File: config.mk
export PLATFORM = sky130hd
export DESIGN_NAME = uart_autobaud_ctrl
export DESIGN_NICKNAME = d
export VERILOG_FILES = /design/src/rtl/uart_pkg.sv /design/src/rtl/uart_autobaud_ctrl_rx_edge_sync.sv /design/src/rtl/uart_autobaud_ctrl.sv
export SDC_FILE = /design/constraint.sdc
export NUM_CORES = 1
export LEC_CHECK = 0
export BUFFER_PORTS_ARGS = -buffer_cell sky130_fd_sc_hd__buf_4
export CAP_MARGIN = 30
export CORE_ASPECT_RATIO = 0.7
export CORE_MARGIN = 4
export CORE_UTILIZATION = 60
export DETAILED_ROUTE_END_ITERATION = 10
export PLACE_DENSITY = 0.88
export SYNTH_ARGS = -nofsm -noshare
export SYNTH_HDL_FRONTEND = slang
export SYNTH_HIERARCHICAL = 1
export SYNTH_SLANG_ARGS = --single-unit
File: constraint.sdc
create_clock -name clk -period 10.3 [get_ports clk]
set_input_delay 2.06 -clock clk [delete_from_list [all_inputs] [get_ports clk]]
set_output_delay 2.06 -clock clk [all_outputs]
set_load 0.02 [all_outputs]
File: src/rtl/uart_pkg.sv
// Shared UART definitions: autobaud FSM encoding and oversampling constants.
package uart_pkg;

  typedef enum logic [2:0] {
    S_IDLE,
    S_SYNC_IDLE,
    S_ARMED,
    S_MEASURE,
    S_CHECK,
    S_UPDATE,
    S_FAIL
  } state_t;

  localparam int OVERSAMPLE_LOG2 = 4;
  localparam logic [7:0] SYNC_CHAR = 8'h55;

  // 8 bit times divided by 16 samples per bit, rounded to nearest.
  localparam int ROUND_SHIFT = OVERSAMPLE_LOG2 + 3;
  localparam int ROUND_ADD = 1 << (ROUND_SHIFT - 1);

endpackage

File: src/rtl/uart_autobaud_ctrl_rx_edge_sync.sv
// Two-flop synchronizer for the rx pad with single-cycle rise/fall pulses.
module rx_edge_sync (
  input  logic clk,
  input  logic rst,
  input  logic d,
  output logic sync,
  output logic rise,
  output logic fall
);

  logic meta;
  logic prev;

  // Flops reset high so an idle line produces no spurious edge.
  always_ff @(posedge clk or posedge rst) begin
    if (rst) begin
      meta <= 1'b1;
      sync <= 1'b1;
      prev <= 1'b1;
    end else begin
      meta <= d;
      sync <= meta;
      prev <= sync;
    end
  end

  assign rise = sync & ~prev;
  assign fall = ~sync & prev;

endmodule

File: src/rtl/uart_autobaud_ctrl.sv
// Measures a 0x55 sync character on rx and derives the 16x baud timer terminal count.
module uart_autobaud_ctrl
  import uart_pkg::*;
#(
  parameter int BITS          = 11,
  parameter int DEFAULT_FINAL = 26,
  parameter int IDLE_MIN      = 16,
  parameter int MIN_FINAL     = 1
) (
  input  logic            clk,
  input  logic            reset,
  input  logic            rx,
  input  logic            start,
  output logic [BITS-1:0] final_value,
  output logic            timer_enable,
  output logic            timer_clr_n,
  output logic            busy,
  output logic            locked,
  output logic            error
);

  localparam int CNT_W = BITS + 7;
  localparam int IW    = $clog2(IDLE_MIN + 1);
  localparam logic [CNT_W-1:0] CNT_MAX = '1;
  localparam logic [CNT_W:0]   Q_LO    = (CNT_W + 1)'(MIN_FINAL + 1);
  localparam logic [CNT_W:0]   Q_HI    = (CNT_W + 1)'(2 ** BITS);

  state_t state, state_next;

  logic rx_s, rx_rise, rx_fall;
  logic [CNT_W-1:0] cnt, cnt_inc, s_len, c_len;
  logic [2:0]       fall_cnt;
  logic [IW-1:0]    idle_cnt;
  logic [CNT_W+3:0] s_ext, c_ext, s7, s9;
  logic [CNT_W:0]   q_full;
  logic [BITS-1:0]  q_val;
  logic             ratio_ok, range_ok;

  rx_edge_sync u_sync (
    .clk  (clk),
    .rst  (reset),
    .d    (rx),
    .sync (rx_s),
    .rise (rx_rise),
    .fall (rx_fall)
  );

  // cnt_inc is the cycle count since the start edge, inclusive of this cycle.
  assign cnt_inc = (cnt == CNT_MAX) ? cnt : cnt + 1'b1;

  assign s_ext    = {4'b0, s_len};
  assign c_ext    = {4'b0, c_len};
  assign s7       = (s_ext << 3) - s_ext;
  assign s9       = (s_ext << 3) + s_ext;
  assign ratio_ok = (c_ext >= s7) && (c_ext <= s9);

  // q_full is q+1, kept unsigned so a zero result is caught by the range check.
  assign q_full   = ({1'b0, c_len} + (CNT_W + 1)'(ROUND_ADD)) >> ROUND_SHIFT;
  assign q_val    = q_full[BITS-1:0] - BITS'(1);
  assign range_ok = (q_full >= Q_LO) && (q_full <= Q_HI);

  always_ff @(posedge clk or posedge reset) begin
    if (reset) state <= S_IDLE;
    else       state <= state_next;
  end

  always_comb begin
    state_next = state;
    case (state)
      S_IDLE:      if (start) state_next = S_SYNC_IDLE;
      S_SYNC_IDLE: if (idle_cnt == IW'(IDLE_MIN)) state_next = S_ARMED;
      S_ARMED:     if (rx_fall) state_next = S_MEASURE;
      S_MEASURE: begin
        if (rx_fall && fall_cnt == 3'd3) state_next = S_CHECK;
        else if (cnt_inc == CNT_MAX)     state_next = S_FAIL;
      end
      S_CHECK:     state_next = (ratio_ok && range_ok) ? S_UPDATE : S_FAIL;
      S_UPDATE:    state_next = S_IDLE;
      S_FAIL:      state_next = S_IDLE;
      default:     state_next = S_IDLE;
    endcase
  end

  always_ff @(posedge clk or posedge reset) begin
    if (reset) begin
      final_value <= BITS'(DEFAULT_FINAL);
      locked      <= 1'b0;
      cnt         <= '0;
      s_len       <= '0;
      c_len       <= '0;
      fall_cnt    <= '0;
      idle_cnt    <= '0;
    end else begin
      case (state)
        S_IDLE: begin
          idle_cnt <= '0;
          if (start) locked <= 1'b0;
        end
        S_SYNC_IDLE: idle_cnt <= rx_s ? idle_cnt + IW'(1) : '0;
        S_ARMED: begin
          if (rx_fall) begin
            cnt      <= '0;
            s_len    <= '0;
            fall_cnt <= '0;
          end
        end
        S_MEASURE: begin
          cnt <= cnt_inc;
          // s_len is never legitimately zero, so zero marks "no rise seen yet".
          if (rx_rise && s_len == '0) s_len <= cnt_inc;
          if (rx_fall) begin
            fall_cnt <= fall_cnt + 3'd1;
            if (fall_cnt == 3'd3) c_len <= cnt_inc;
          end
        end
        S_UPDATE: begin
          final_value <= q_val;
          locked      <= 1'b1;
        end
        default: ;
      endcase
    end
  end

  assign timer_enable = 1'b1;
  assign timer_clr_n  = (state != S_UPDATE);
  assign busy         = (state != S_IDLE);
  assign error        = (state == S_FAIL);

endmodule

==> impl_metrics.sql <==
INSERT INTO impl_metrics (metric_group, metric, value, unit) VALUES
('yosys', 'yosys.area.top_type', 'dfrtp_1', ''),
('route', 'postRouteAntennaNets', '0', ''),
('route', 'detailroute.wirelength.met3', '1990', 'µm'),
('floorplanning', 'floorplan.core_area', '11100', 'µm²'),
('placement', 'dp_hpwl', '13100', 'µm'),
('yosys', 'ys_ff_latch', '80', ''),
('worst_setup_path', 'worst_setup_path_end_kind', 'flip-flop', ''),
('yosys', 'synthesis.area_per_instance', '8.15', 'µm²'),
('min_path', 'min_delay_worst_type', 'reg -> reg', ''),
('route', 'wirelength_met1', '8190', 'µm'),
('cts', 'cts-root-to-sink-buffers', '2', ''),
('status', 'run_status', 'finished, final reports clean', ''),
('route', 'drt_first_pass_iters', '5', ''),
('pwr', 'power_per_cell_area', '186', 'nW/µm²'),
('worst_setup_path', 'cp.required', '10.53', 'ns'),
('yosys', 'post_synth_instance_area', '6850', 'µm²'),
('final_layout', 'post_route_cells_drive_above_1_share', '9.32', '%'),
('route', 'highest_layer', 'met4', ''),
('pwr', 'power', '1.37', 'mW'),
('worst_setup_path', 'timing.critical_path.cells', 'inv_1 > ha_1 > nand2b_1 > a221oi_1 > o211ai_1 > nor2_1 > a2111oi_0 > nor2_1 > xnor2_1 > ha_1 > a21oi_1 > nand2_1 > a2111oi_0 > nand2_1 > nand4_1 > o211ai_1 > a31o_2', ''),
('grt', 'grt_antenna_before_repair', '0', ''),
('grt', 'grt_pass1_wl', '29600', 'µm'),
('timing', 'fin_worst_hold_slack', '0.357', 'ns'),
('worst_setup_path', 'cp_max_fo', '6', ''),
('placement', 'gp_routability_congestion', '0.991', ''),
('timing', 'layout_min_cycle_time', '4.50', 'ns'),
('cts', 'cts_tree', 'built', ''),
('final_layout', 'antenna_cells_inserted', '0', ''),
('worst_setup_path', 'worstSetupPathType', 'reg -> reg', ''),
('yosys', 'synth_enable_flop_cells', '0', ''),
('yosys', 'syn_nets', '919', ''),
('floorplanning', 'boundaryPins', '20', ''),
('pwr', 'p_leak', '3.42', 'nW'),
('grt', 'pin_count_of_the_biggest_net_entering_global_routing', '78', ''),
('timing', 'min_period_over_period', '43.6', '%'),
('final_layout', 'layout.cells.most_common', 'nand2_1', ''),
('final_layout', 'final_nets', '911', ''),
('timing', 'finalHoldViolCount', '0', ''),
('yosys', 'async_reset_ff_share', '100', '%'),
('grt', 'grt_usage', '27.9', '%'),
('route', 'vias_per_cell', '6.28', ''),
('cts', 'clock_latency', '0.35', 'ns'),
('yosys', 'synth_top_cell_area_share', '27.0', '%'),
('grt', 'first_global_vias', '5836', ''),
('route', 'detailroute.via_count', '6213', ''),
('final_layout', 'non_filler_instances', '990', ''),
('yosys', 'netlist_instances', '840', ''),
('route', 'drt_wl_total', '17800', 'µm'),
('route', 'routed_wire_length_per_instance', '18.0', 'µm'),
('yosys', 'netlist-cell-type-count', '73', ''),
('floorplanning', 'die_x', '136', 'µm'),
('yosys', 'synth.area.top_cells', 'dfrtp_1, ha_1, nand2_1', ''),
('floorplanning', 'design.die.area', '13200', 'µm²'),
('route', 'dr_wl_met2', '7260', 'µm'),
('final_layout', 'layout.cells.most_common_list', 'nand2_1, o21ai_0, ha_1, dfrtp_1, nor2_1', ''),
('placement', 'port_buffers', '18', ''),
('cts', 'clk_root_buffer_cell', 'clkbuf_16', ''),
('cts', 'holdBufCountCts', '0', ''),
('cts', 'postCtsSetupRepairBufs', '0', ''),
('cts', 'cts.clk_slew.worst_paths', '0.07', 'ns'),
('final_layout', 'synthToLayoutAreaGrowth', '7.31', '%'),
('cts', 'htree_num_levels', '3', ''),
('timing', 'timing.setup.tns', '0', 'ns'),
('floorplanning', 'row_count', '32', ''),
('route', 'route.detailed.drc', '0', ''),
('grt', 'overflow', '0', ''),
('cts', 'postCtsResizedCells', '0', ''),
('timing', 'tightestPinTransition', '0.846', 'ns'),
('timing', 'grt_setup_unrepaired', 'no', ''),
('job', 'max-cap-violations', '0', ''),
('placement', 'numPlacedInstances', '973', '');
==> kinds of logic after synthesis <==
kind of cell,count (synthesis),synth area share [%]
other,1,0.0548
DFF,80,29.3
xor gates and xnor gates,59,7.55
and+or+nand+nor,295,21.0
adders and majority gates,75,13.8
AOI/OAI and AO/OA,222,20.2
muxes,17,2.67
buffers and inverters,91,5.34
==> area by class of cell <==
class	instances	area [µm²]	share of cell area (%)
multi-input cells	669	4470	60.9
flip-flops and latches	80	2010	27.3
well taps	153	191	2.61
inverters	49	184	2.50
clock buffers	10	239	3.25
repair buffers	23	200	2.72
clock inverters	6	51.3	0.698
==> stage by stage <==
step / instance area, µm² / setup WS, ns
2_1_floorplan: 6850 / 6.28
3_3_place_gp: 7020 / 6.19
3_5_place_dp: 7030 / 6.04
4_1_cts: 7320 / 5.93
5_1_grt: 7350 / 5.44
6_report: 7350 / 5.80
==> report_power, final <==
group | switching, mW | internal [mW] | total, mW
combinational | 0.371 | 0.296 | 0.667
sequential | 0.0431 | 0.344 | 0.387
clock | 0.141 | 0.173 | 0.314
total | 0.555 | 0.813 | 1.37
==> worst max-delay path, delay by kind of cell, from the launching register on <==
family / cells / cell delay (ns)
DFF: 1 / 0.45
xor gates and xnor gates: 1 / 0.23
buffers and inverters: 1 / 0.12
adders and majority gates: 2 / 0.71
and+or+nand+nor: 6 / 0.71
AOI/OAI and AO/OA: 7 / 2.15
==> sequential cells by signal, summed over array words and instances, names as in the netlist, 3 cells and up <==
signal and flops:
c_len 18, cnt 18, fall_cnt 3, final_value 11, idle_cnt 5, s_len 18
state 3
==> cell usage after synthesis, drive strengths merged, types with 5 or more instances <==
cell     count
nand2      103
o21ai       77
dfrtp       74
ha          74
nor2        71
a21oi       57
inv         49
xnor2       40
clkbuf      31
nand3       24
xor2        19
a21o        16
nor3        16
nand2b      13
nand4       13
and3        11
buf         11
mux2        10
nor2b        9
nor4         9
o21bai       9
o31ai        8
mux2i        7
a31o         6
dfstp        6
a2111oi      5
a211o        5
a211oi       5
and4         5
==> per-layer routing <==
metal | GRT usage, % | up-vias
li1 | - | 2963
met1 | 42.2 | 2894
met2 | 39.3 | 317
met3 | 6.99 | 39
met4 | 7.67 | 0
met5 | 0 | -
==> final timing paths <==
check | startpoint | endpoint | slack, ns | depth (start not counted)
max | s_len[4] | state[1] | 5.80 | 17
min | u_sync/meta | u_sync/sync | 0.36 | 0
max reg2reg | s_len[4] | state[1] | 5.80 | 17
min reg2reg | u_sync/meta | u_sync/sync | 0.36 | 0
max in group asynchronous | reset | final_value[3] | 8.05 | 4
min in group asynchronous | reset | cnt[15] | 1.66 | 3
Power figures use the tool's default switching activity.
